`src/rtl/check_code_pkg.sv`:
```
// Shared constants and FSM state encoding for the check_code keypad checker.
// CHECK_CODE_LOCKOUT_EN adds the LOCKOUT state used after repeated failures.
package check_code_pkg;

   localparam int CODE_W  = 24;
   localparam int DIGIT_W = 4;
   localparam int MIN_LEN = 4;
   localparam int MAX_LEN = 6;
   localparam int KEY_MIN = 1;
   localparam int KEY_MAX = 6;

   // Bit 2 marks a result state; bit 1 inside a result state marks success.
   // DONE and SUCCESS are decoded from these bits alone.
   typedef enum logic [2:0] {
      START     = 3'b000,
      BUFFER    = 3'b001,
      ENTER     = 3'b010,
      WAIT      = 3'b011,
      INCORRECT = 3'b100,
`ifdef CHECK_CODE_LOCKOUT_EN
      LOCKOUT   = 3'b101,
`endif
      CORRECT   = 3'b110
   } state_t;

   // Mask covering the low len digits of a code word.
   function automatic logic [CODE_W-1:0] len_mask(input logic [2:0] len);
      logic [CODE_W-1:0] m;
      m = '0;
      for (int i = 0; i < MAX_LEN; i++) begin
         if (i < int'(len)) m[i*DIGIT_W +: DIGIT_W] = '1;
      end
      return m;
   endfunction

endpackage

```
`src/rtl/check_code_entry_shift_reg.sv`:
```
// Digit entry register for check_code: shifts one key value in per accepted
// press (newest digit at [3:0]) and counts the digits held.
module entry_shift_reg
   import check_code_pkg::*;
(
   input  logic               clk,
   input  logic               rst,
   input  logic               clear,
   input  logic               shift,
   input  logic [DIGIT_W-1:0] button,
   output logic [CODE_W-1:0]  entry,
   output logic [2:0]         count
);

   always_ff @(posedge clk) begin
      if (rst || clear) begin
         entry <= '0;
         count <= '0;
      end else if (shift) begin
         entry <= {entry[CODE_W-DIGIT_W-1:0], button};
         count <= count + 3'd1;
      end
   end

endmodule

```
`src/rtl/check_code.sv`:
```
// Keypad code checker: collects digits after GO and compares them to CODE on
// ENTER_BUTTON. CHECK_CODE_LOCKOUT_EN adds a fail counter and timed LOCKOUT.
//
// state     | meaning
// ----------+-----------------------------------------------------------
// START     | idle, waiting for GO
// BUFFER    | one settling cycle, presses ignored
// ENTER     | accepting digit presses
// WAIT      | bad key seen, only ENTER_BUTTON (-> INCORRECT) matters
// CORRECT   | DONE=1 SUCCESS=1 for one cycle
// INCORRECT | DONE=1 SUCCESS=0 for one cycle
// LOCKOUT   | LOCKED=1 for LOCK_CYCLES cycles, all input ignored
module check_code
   import check_code_pkg::*;
#(
   parameter int LOCK_CYCLES = 16
) (
   input  logic               CLK,
   input  logic               RST,
   input  logic               GO,
   input  logic [DIGIT_W-1:0] BUTTON,
   input  logic               BPRESS,
   input  logic [DIGIT_W-1:0] ENTER_BUTTON,
   input  logic [CODE_W-1:0]  CODE,
   input  logic [2:0]         LENGTH,
   output logic               DONE,
   output logic               SUCCESS
`ifdef CHECK_CODE_LOCKOUT_EN
  ,output logic               LOCKED
`endif
);

   if (LOCK_CYCLES < 1) begin : g_lock_chk
      $error("check_code: LOCK_CYCLES must be at least 1");
   end

   state_t            state;
   state_t            state_nxt;
   logic [CODE_W-1:0] entry;
   logic [2:0]        count;
   logic              clear;
   logic              shift;
   logic              enter_hit;
   logic              key_ok;
   logic              len_ok;
   logic              code_ok;

   entry_shift_reg u_entry (
      .clk    (CLK),
      .rst    (RST),
      .clear  (clear),
      .shift  (shift),
      .button (BUTTON),
      .entry  (entry),
      .count  (count)
   );

   assign enter_hit = BPRESS && (BUTTON == ENTER_BUTTON);
   assign key_ok    = (BUTTON >= 4'(KEY_MIN)) && (BUTTON <= 4'(KEY_MAX))
                      && (count < 3'(MAX_LEN));
   assign len_ok    = (LENGTH >= 3'(MIN_LEN)) && (LENGTH <= 3'(MAX_LEN))
                      && (count == LENGTH);
   assign code_ok   = ((entry ^ CODE) & len_mask(LENGTH)) == '0;

`ifdef CHECK_CODE_LOCKOUT_EN
   localparam int LOCK_W = (LOCK_CYCLES > 1) ? $clog2(LOCK_CYCLES) : 1;

   logic [1:0]        fail_cnt;
   logic [LOCK_W-1:0] lock_tmr;
   logic              lock_go;

   // Two earlier consecutive failures make this INCORRECT the third.
   assign lock_go = (fail_cnt == 2'd2);

   always_ff @(posedge CLK) begin
      if (RST) begin
         fail_cnt <= '0;
         lock_tmr <= '0;
      end else begin
         case (state)
            CORRECT: fail_cnt <= '0;
            INCORRECT: begin
               if (lock_go) begin
                  fail_cnt <= '0;
                  lock_tmr <= LOCK_W'(LOCK_CYCLES - 1);
               end else begin
                  fail_cnt <= fail_cnt + 2'd1;
               end
            end
            LOCKOUT: begin
               if (lock_tmr != '0) lock_tmr <= lock_tmr - LOCK_W'(1);
            end
            default: ;
         endcase
      end
   end

   assign LOCKED = (state == LOCKOUT);
`endif

   always_ff @(posedge CLK) begin
      if (RST) state <= START;
      else     state <= state_nxt;
   end

   always_comb begin
      state_nxt = state;
      clear     = 1'b0;
      shift     = 1'b0;
      case (state)
         START: begin
            if (GO) begin
               clear     = 1'b1;
               state_nxt = BUFFER;
            end
         end
         BUFFER: state_nxt = ENTER;
         ENTER: begin
            if (enter_hit) begin
               state_nxt = (len_ok && code_ok) ? CORRECT : INCORRECT;
            end else if (BPRESS) begin
               if (key_ok) shift     = 1'b1;
               else        state_nxt = WAIT;
            end
         end
         WAIT: begin
            if (enter_hit) state_nxt = INCORRECT;
         end
         CORRECT: state_nxt = START;
`ifdef CHECK_CODE_LOCKOUT_EN
         INCORRECT: state_nxt = lock_go ? LOCKOUT : START;
         LOCKOUT: begin
            if (lock_tmr == '0) state_nxt = START;
         end
`else
         INCORRECT: state_nxt = START;
`endif
         default: state_nxt = START;
      endcase
   end

   assign DONE    = state[2] & ~state[0];
   assign SUCCESS = state[2] & state[1];

endmodule
```
`config.mk`:
```
export PLATFORM = sky130hd
export DESIGN_NAME = check_code
export DESIGN_NICKNAME = d
export VERILOG_FILES = /design/src/rtl/check_code_pkg.sv /design/src/rtl/check_code_entry_shift_reg.sv /design/src/rtl/check_code.sv
export SDC_FILE = /design/constraint.sdc
export NUM_CORES = 1
export LEC_CHECK = 0
export BUFFER_PORTS_ARGS = -buffer_cell sky130_fd_sc_hd__buf_2
export CAP_MARGIN = 20
export CORE_MARGIN = 5
export CORE_UTILIZATION = 40
export DETAILED_ROUTE_END_ITERATION = 7
export MAX_ROUTING_LAYER = met4
export PLACE_DENSITY_LB_ADDON = 0.05
export SYNTH_ARGS = -nofsm -noshare
export SYNTH_HDL_FRONTEND = slang
export SYNTH_HIERARCHICAL = 1
export SYNTH_SLANG_ARGS = --single-unit
```
`constraint.sdc`:
```
create_clock -name CLK -period 4.25 [get_ports CLK]
set_input_delay 0.2125 -clock CLK [delete_from_list [all_inputs] [get_ports CLK]]
set_output_delay 0.2125 -clock CLK [all_outputs]
set_load 0.01 [all_outputs]
```
==> results.cfg, run 1 <==
[grt]
grt_pass1_vias = 1221
grt_usage_pct = 14.5
grt_pass1_wl_um = 5530
grt_max_degree = 28
antenna_found_initial = 0
overflow = 0

[run]
max-cap-violations = 0

[placement]
pre_cts_slack_ns = 1.79
dp_hpwl_um = 2760
gp_congestion = 0.756
io_buffers = 40

[logic_synthesis]
syn_area_per_cell_sq_um = 9.75
syn_nets = 201
ys_warn_count = 6
syn_inst = 161
synth.top_cell.area_share_pct = 38.3
netlist_area_sq_um = 1570
yosys_register_bits = 30
synth_cell_types = 31
synth_area_leaders = dfxtp_1 (38%), mux2i_1 (16%), xnor2_1 (13%)
synth.largest_area_cell = dfxtp_1
synth-seq-area-share_pct = 38.3

[clock_tree]
root_buffer = clkbuf_8
postCtsSetupBuffers = 0
cts_tree = yes
htreeDepth = 2
clkSlewWorstSetupHoldPaths_ns = 0.07
cts_hold_buf = 0
ctsResizeCount = 0
clkSinkCount = 30
cts_buffer_depth = 2
worstSkewPairLatency_ns = 0.29
numCtsBuffers = 5

[setup_path]
required_ns = 4.39
cp_common_cell = nor2_1
r2r_start = state[2]
critPathBufInv = 1
cp-start-kind = flip-flop
slowest_delay_ns = 0.57
crit_slowest_cell = and2_1
crit_fanout = 18
r2r_cells = 7
crit_path_cell_trace = nor2_1, nand3_1, nor4_1, and2_1, buf_4, mux2i_1, nor2_1
crit_family = simple AND/OR/NAND/NOR gates
reg2reg_slack_ns = 1.87
setup.worst_path.start = state[2]
arrival_ns = 2.53
cp-end-kind = flip-flop
r2r_end = u_entry/entry[15]
critPathKind = flip-flop to flip-flop

[routing]
wl_um = 3580
dr.first_iter.drc_count = 40
wire_per_inst_um = 14.2
vias = 1247
firstDrtPassIters = 4
drc = 0
final_antenna_net_count = 0
via_per_inst = 4.95

[finish]
multi_input_area_sq_um = 875
seqCellArea_sq_um = 601
drive_gt1_share_pct = 25.5
diodes = 0
nNetsFinal = 243
fill_cells = 380
mostFrequentLayoutCells = buf_2 (40), dfxtp_1 (30), nor2_1 (26), mux2i_1 (25), xnor2_1 (23)
syn_to_final_growth_pct = 18.1
layout_commonest_cell = buf_2

[power]
ir_drop_v = 0.000214
cellPowerDensity_nw_per_um2 = 337
p_leak_nw = 0.675

[timing]
max_slew_margin_pct = 35.0
setup_viol = 0
drv_slew = 0
fmax_mhz = 419
timing.final.ws_setup_ns = 1.87
worstMarginPinSlew_ns = 0.975
tns_ns = 0
hold_viol = 0
skew_ns = 0.00762
min_period_ns = 2.38
rsz0062_at_grt = no
fin_crit_sh_pct = 56.1

[min_path]
whs_endpoint = state[1]
hold_path_class = input pin to flip-flop
hold_depth = 2
hold_start = RST

[floorplanning]
chipHeight_um = 72.6
fp-row-count = 22
coreArea_sq_um = 3740
boundaryPins = 41
die_area_sq_um = 5280
die_x_um = 72.6
initial_core_util_pct = 41.9

[outcome]
status = finished clean
## stage by stage
stage | instance area, sq um | std cells | total power, mW | hold WS, ns | utilization (%)
CTS | 1850 | 252 | 0.634 | 0.148 | 49.5
global placement | 1760 | 244 | 0.388 | 0.443 | 47.0
floorplan | 1570 | 161 | 0.368 | 0.312 | -
global route | 1850 | 252 | 0.658 | 0.163 | 49.5
finish | 1850 | 252 | 0.625 | 0.154 | 49.5
detailed placement | 1760 | 244 | 0.391 | 0.456 | 47.0
## worst max-delay path by stage
stage | slack [ns] | endpoint | cells after the start
CTS | 1.88 | u_entry/entry[17] | 7
floorplan | 2.60 | u_entry/count[1] | 9
global route | 1.69 | u_entry/entry[23] | 7
detailed placement | 1.79 | u_entry/entry[17] | 9
finish | 1.87 | u_entry/entry[15] | 7
global placement | 1.86 | u_entry/entry[17] | 9
## layer usage
metal | share of wire, % | vias up | track usage (%)
met5 | 0 | - | -
met4 | 1.8 | 0 | 7.38
met3 | 6.5 | 7 | 5.65
met2 | 47 | 38 | 20.9
met1 | 45 | 563 | 17.6
li1 | - | 639 | -
## synthesized netlist by cell type (all sizes together)
library cell,n
nor2,27
xnor2,23
xor2,5
o2111ai,1
mux2i,25
a222oi,1
o21ai,1
and2,2
ha,1
nor4,3
and3,2
o31ai,2
buf,6
nor3,2
nand3,2
a21oi,3
nand4b,1
nand4,6
inv,4
nand3b,1
dfxtp,30
or2,1
nor3b,1
a211oi,2
nor2b,1
o221a,1
a21bo,1
nand2,3
nand2b,3
## registers in the layout, indices dropped and copies added, names as in the netlist
| name | flops |
|---|---|
| u_entry/count | 3 |
| state | 3 |
| u_entry/entry | 24 |
## worst register-to-register path: cells and delay by family (launching register included)
kind	cells	cell delay (ns)
simple gates	5	1.25
buf+inv	1	0.41
flops	1	0.35
mux	1	0.24
## cells by family (layout without fill, tap and decap cells)
logic type | count (synthesis) | after routing | synth area share (%)
flip-flops | 30 | 30 | 38.3
AO/OA/AOI/OAI | 12 | 12 | 5.74
AND/OR/NAND/NOR | 55 | 55 | 17.6
buffers and inverters | 10 | 53 | 5.98
XOR/XNOR | 28 | 28 | 15.6
multiplexers | 25 | 25 | 15.9
adder cells (fa/ha/maj) | 1 | 1 | 0.797
## where the power goes
group,internal (mW),switching (mW)
Sequential,0.287,0.00880
Combinational,0.0420,0.0474
Clock,0.130,0.110
Total,0.459,0.166
## final cells by class
class                   count  area share [%]
multi-input cells         121            47.2
flip-flops and latches     30            32.4
repair buffers             41            11.2
clock buffers               6            4.46
well taps                  48            3.24
inverters                   4           0.810
clock inverters             2           0.675
Note: power is estimated with default switching activity, not from simulation.
==> inputs of run 2 (changes only) <==
--- a/config.mk
+++ b/config.mk
@@ -5,6 +5,7 @@
 export SDC_FILE = /design/constraint.sdc
 export NUM_CORES = 1
 export LEC_CHECK = 0
+export ABC_AREA = 1
 export BUFFER_PORTS_ARGS = -buffer_cell sky130_fd_sc_hd__buf_2
 export CAP_MARGIN = 20
 export CORE_MARGIN = 5
==> constraint.sdc (replaced) <==
create_clock -name CLK -period 2.05 [get_ports CLK]
set_input_delay 0.1025 -clock CLK [delete_from_list [all_inputs] [get_ports CLK]]
set_output_delay 0.1025 -clock CLK [all_outputs]
set_load 0.01 [all_outputs]
==> results.cfg, run 2 <==
[outcome]
status = finished clean

[setup_path]
required_ns = 2.23
crit_family = simple AND/OR/NAND/NOR gates
critPathBufInv = 3
crit_path_cell_trace = inv_1, nand3_2, inv_1, nand2_1, nor3b_2, buf_12, nand3_1, nand2_1, nor2_1
crit_fanout = 54
crit_slowest_cell = dfxtp_1
arrival_ns = 1.81
critPathKind = flip-flop to flip-flop
cp-start-kind = flip-flop
cp-end-kind = flip-flop
slowest_delay_ns = 0.36

[power]
ir_drop_v = 0.000268
power_mw = 1.81
internal_power_mw = 1.21
pwr-share-clk_pct = 32.4
cellPowerDensity_nw_per_um2 = 778
p_switching_uw = 603
p_seq_share_pct = 38.3
combPwrFrac_pct = 29.3
swShare_pct = 33.3
p_leak_nw = 1.15

[clock_tree]
root_buffer = clkbuf_8
clkSinkCount = 30
cts_tree = yes
postCtsSetupBuffers = 0
worstSkewPairLatency_ns = 0.29
ctsResizeCount = 0
cts_hold_buf = 0
htreeDepth = 2
numCtsBuffers = 5
cts_buffer_depth = 2
clkSlewWorstSetupHoldPaths_ns = 0.07

[logic_synthesis]
synth.largest_area_cell = dfxtp_1
synth-seq-area-share_pct = 30.2
ys_warn_count = 6
synth_area_leaders = dfxtp_1 (30%), nand2_1 (23%), nor2_1 (16%)
syn_inst = 352
async_reset_ff_share_pct = 0
synth_flop_cell = dfxtp_1
netlist_area_sq_um = 1990
synth_common_cells = nand2_1 (120), nor2_1 (85), inv_1 (72), dfxtp_1 (30), nand3_1 (8)
syn_nets = 392
yosys_register_bits = 30
synth-edff-count = 0
synth_cell_types = 24
yosysMostFrequentCell = nand2_1
synth.top_cell.area_share_pct = 30.2
syn_area_per_cell_sq_um = 5.66

[finish]
layout_commonest_cell = nand2_1
largest_reg_flops = 24
diodes = 0
drive_gt1_share_pct = 14.8
multi_input_area_sq_um = 1040
nNetsFinal = 432
largestRegisters = u_entry/entry x24, state x3, u_entry/count x3
regMostFlops = u_entry/entry
mostFrequentLayoutCells = nand2_1 (120), nor2_1 (85), inv_1 (72), buf_2 (40), dfxtp_1 (30)
seqCellArea_sq_um = 601
fill_cells = 561
syn_to_final_growth_pct = 16.8

[routing]
wl_met3_um = 218
wire_per_inst_um = 8.81
drt-met1-wl_um = 2070
final_antenna_net_count = 0
firstDrtPassIters = 4
wl_um = 4050
drc = 0
vias = 1914
dr.first_iter.drc_count = 81
dr.max_layer_used = met4
via_per_inst = 4.16
dr_wl_met2_um = 1690

[floorplanning]
chipHeight_um = 80.5
die_area_sq_um = 6490
fp-row-count = 25
die_x_um = 80.5
boundaryPins = 41
initial_core_util_pct = 41.6
coreArea_sq_um = 4790

[grt]
antenna_found_initial = 0
grt_pass1_vias = 1730
overflow = 0
grt_usage_pct = 14.6
grt_max_degree = 55
grt_pass1_wl_um = 7180

[placement]
dp_hpwl_um = 3060
gp_congestion = 0.806
io_buffers = 40
pre_cts_slack_ns = 0.432

[run]
max-cap-violations = 0

[timing]
fmax_mhz = 612
timing.final.ws_setup_ns = 0.417
fin_hold_ws_ns = 0.140
tns_ns = 0
min_period_ns = 1.63
hold_viol = 0
drv_slew = 0
skew_ns = 0.00639
setup_viol = 0
worstMarginPinSlew_ns = 0.775
fin_crit_sh_pct = 79.7
rsz0062_at_grt = no
max_slew_margin_pct = 47.8

[min_path]
hold_path_class = input pin to flip-flop
-- run 2: cell types whose count changed in the layout (fill, tap and decap cells not counted), sizes merged, moves of 3 or more --
cell    delta
mux2i     -25
nand2    +118
nand2b     -3
xnor2     -16
o21ai      +4
nand3      +8
xor2       -4
nor2      +61
nand4      -6
inv       +68
-- run 2: worst paths after layout --
check                     from           endpoint  slack [ns]  cells after the start
min reg2reg  u_entry/entry[20]  u_entry/entry[20]        0.48                      2
min                  BUTTON[3]   u_entry/entry[3]        0.14                      5
max                   state[0]   u_entry/count[2]        0.42                      9
max reg2reg           state[0]   u_entry/count[2]        0.42                      9
-- run 2: power groups by stage --
stage               Sequential (mW)  Combinational (mW)  Clock [mW]
global placement              0.707               0.533           0
CTS                           0.694               0.539       0.607
global route                  0.703               0.627       0.634
detailed placement            0.706               0.538           0
floorplan                     0.691               0.452           0
finish                        0.694               0.530       0.587
-- run 2: tightest hold or removal path: stages --
cell and delay [ns]:
buf_2 0.12, inv_1 0.05, nand2_1 0.04, nand2_1 0.05, nor2_1 0.03
-- run 2: cell families (layout without fill, tap and decap cells) --
logic type,after synthesis,after routing,share of synthesized area (%)
AOI/OAI and AO/OA,9,9,2.58
adders and majority gates,1,1,0.628
DFF,30,30,30.2
buffers and inverters,80,121,17.7
xor gates and xnor gates,8,8,3.52
and+or+nand+nor,224,224,45.4
-- run 2: final cells by class --
type                       count  area share [%]
multi-input combinational    242            44.8
inverter                      72            11.6
sequential                    30            25.8
clock inverter                 3            1.72
clock buffer                   5            2.96
tap                           67            3.60
timing repair buffer          41            9.47
-- run 2: per-stage QoR --
stage,instance area [sq um],std cells,utilization [%]
CTS,2330,460,48.6
floorplan,1990,352,-
finish,2330,460,48.6
global route,2330,460,48.6
global placement,2220,452,46.3
detailed placement,2220,452,46.3
-- run 2: metal layers --
layer / global-route usage [%] / vias to the layer above
met3: 3.70 / 6
li1: - / 1086
met5: - / -
met2: 22.5 / 32
met1: 18.1 / 790
met4: 6.08 / 0
==> inputs of run 3 (changes only) <==
--- a/config.mk
+++ b/config.mk
@@ -5,7 +5,7 @@
 export SDC_FILE = /design/constraint.sdc
 export NUM_CORES = 1
 export LEC_CHECK = 0
-export ABC_AREA = 1
+export ABC_AREA = 0
 export BUFFER_PORTS_ARGS = -buffer_cell sky130_fd_sc_hd__buf_2
 export CAP_MARGIN = 20
 export CORE_MARGIN = 5
==> constraint.sdc (replaced) <==
create_clock -name CLK -period 1.6 [get_ports CLK]
set_input_delay 0.08 -clock CLK [delete_from_list [all_inputs] [get_ports CLK]]
set_output_delay 0.08 -clock CLK [all_outputs]
set_load 0.01 [all_outputs]
==> results.cfg, run 3 (synthesized netlist as in run 1, its figures left out) <==
[routing]
vias = 1329
dr_wl_met2_um = 2130
dr.first_iter.drc_count = 77
final_antenna_net_count = 0
wl_met3_um = 169
wl_um = 4070
dr.max_layer_used = met4
drc = 0
via_per_inst = 4.87
firstDrtPassIters = 4
wire_per_inst_um = 14.9
drt-met1-wl_um = 1730

[setup_path]
r2r_cells = 7
required_ns = 1.76
cp-end-kind = flip-flop
cp-start-kind = flip-flop
cp.depth = 7
crit_path_cell_trace = a21oi_2, nand3_2, nor4_4, and2_4, buf_12, mux2i_2, nor2_1
r2r_end = u_entry/entry[7]
critPathBufInv = 1
crit_fanout = 7
crit_family = simple AND/OR/NAND/NOR gates
slowest_delay_ns = 0.33
reg2reg_slack_ns = -0.02
arrival_ns = 1.79
critPathKind = flip-flop to flip-flop
crit_slowest_cell = dfxtp_2
r2r_start = u_entry/count[1]

[clock_tree]
htreeDepth = 2
numCtsBuffers = 5
worstSkewPairLatency_ns = 0.28
root_buffer = clkbuf_8
cts_buffer_depth = 2
clkSlewWorstSetupHoldPaths_ns = 0.06
cts_tree = yes
cts_hold_buf = 0
clkSinkCount = 30

[power]
pwr-share-clk_pct = 32.2
combPwrFrac_pct = 22.6
ir_drop_v = 0.000560
cellPowerDensity_nw_per_um2 = 792
swShare_pct = 25.8
p_switching_uw = 443
p_seq_share_pct = 45.3
p_leak_nw = 0.820
internal_power_mw = 1.28
power_mw = 1.72

[outcome]
violations = negative setup slack
status = finished, violations left

[finish]
largestRegisters = u_entry/entry x24, state x3, u_entry/count x3
drive_gt1_share_pct = 36.9
mostFrequentLayoutCells = buf_2 (36), dfxtp_1 (27), nor2_1 (25), mux2i_1 (24), xnor2_1 (22)
nNetsFinal = 265
fin_cells = 273
final_core_util_pct = 58.0
largest_reg_flops = 24
regMostFlops = u_entry/entry
layout_commonest_cell = buf_2
syn_to_final_growth_pct = 38.4
diodes = 0

[min_path]
hold_path_class = input pin to flip-flop
whs_endpoint = state[1]
hold_start = RST
hold_depth = 2

[placement]
io_buffers = 40
gp_congestion = 0.858
pre_cts_slack_ns = -0.123
place_inst = 256
dp_hpwl_um = 2800

[grt]
grt_pass1_wl_um = 6480
antenna_found_initial = 0
overflow = 0
grt_usage_pct = 16.5
grt_max_degree = 28
grt_pass1_vias = 1404

[run]
max-cap-violations = 0

[floorplanning]
die_area_sq_um = 5280
initial_core_util_pct = 41.9
chipHeight_um = 72.6
coreArea_sq_um = 3740
die_x_um = 72.6
boundaryPins = 41
fp-row-count = 22

[timing]
rsz0062_at_grt = yes
max_slew_margin_pct = 74.9
setup_viol = 9
fin_hold_ws_ns = 0.0328
drv_slew = 0
min_period_ns = 1.62
worstMarginPinSlew_ns = 0.374
fmax_mhz = 616
skew_ns = 0.00671
timing.final.ws_setup_ns = -0.0228
fin_crit_sh_pct = 101
hold_viol = 0
-- run 3: cell types whose count changed in the layout (fill, tap and decap cells not counted), sizes merged, moves of 3 or more --
cell,delta
inv,-68
nand4,+6
nand2,-118
nor2,-61
nand3,-8
xor2,+4
xnor2,+16
buf,+21
o21ai,-4
mux2i,+25
nand2b,+3
clkbuf,+3
-- run 3: metal layers --
metal / up-vias / global-route usage, %
met5: - / -
met4: 0 / 5.53
met3: 5 / 3.86
met2: 22 / 26.5
met1: 622 / 20.4
li1: 680 / -
-- run 3: worst register-to-register path, stage by stage, from the launching register on --
cell	delay, ns
dfxtp_2	0.33
a21oi_2	0.15
nand3_2	0.10
nor4_4	0.24
and2_4	0.26
buf_12	0.15
mux2i_2	0.22
nor2_1	0.06
-- run 3: worst max path at each step --
stage,startpoint,to,slack (ns)
after global placement,u_entry/count[2],u_entry/entry[17],-0.03
after detailed placement,BUTTON[3],u_entry/entry[18],-0.12
after CTS,u_entry/count[2],u_entry/entry[18],-0.08
after floorplan,state[0],u_entry/entry[0],0.02
after global routing,u_entry/count[1],u_entry/entry[21],-0.09
final,u_entry/count[1],u_entry/entry[7],-0.02
-- run 3: power by group through the flow --
stage / Sequential (mW) / Combinational [mW] / Clock, mW
2_1_floorplan: 0.795 / 0.186 / 0
3_3_place_gp: 0.788 / 0.300 / 0
3_5_place_dp: 0.788 / 0.307 / 0
4_1_cts: 0.773 / 0.379 / 0.567
5_1_grt: 0.779 / 0.421 / 0.613
6_report: 0.778 / 0.388 / 0.553
-- run 3: layout make-up --
type / count / area [sq um]
well taps: 48 / 60.1
clock buffers: 7 / 76.3
inverters: 4 / 15.0
flip-flops and latches: 30 / 604
multi-input cells: 121 / 931
fillers: 367 / 1570
repair buffers: 63 / 484
-- run 3: through the flow --
stage,setup TNS [ns],cell area [sq um]
CTS,-1.43,2150
global placement,-0.187,1880
detailed placement,-2.03,1880
global route,-1.49,2170
finish,-0.0791,2170
floorplan,0,1580
-- run 3: repair_timing --
action | 4_1_cts | 5_1_grt
cloned | 2 | 1
setup endpoints to repair | 27 | 28
pin swaps | 5 | 16
resized for setup | 16 | 11
setup buffers | 9 | 1
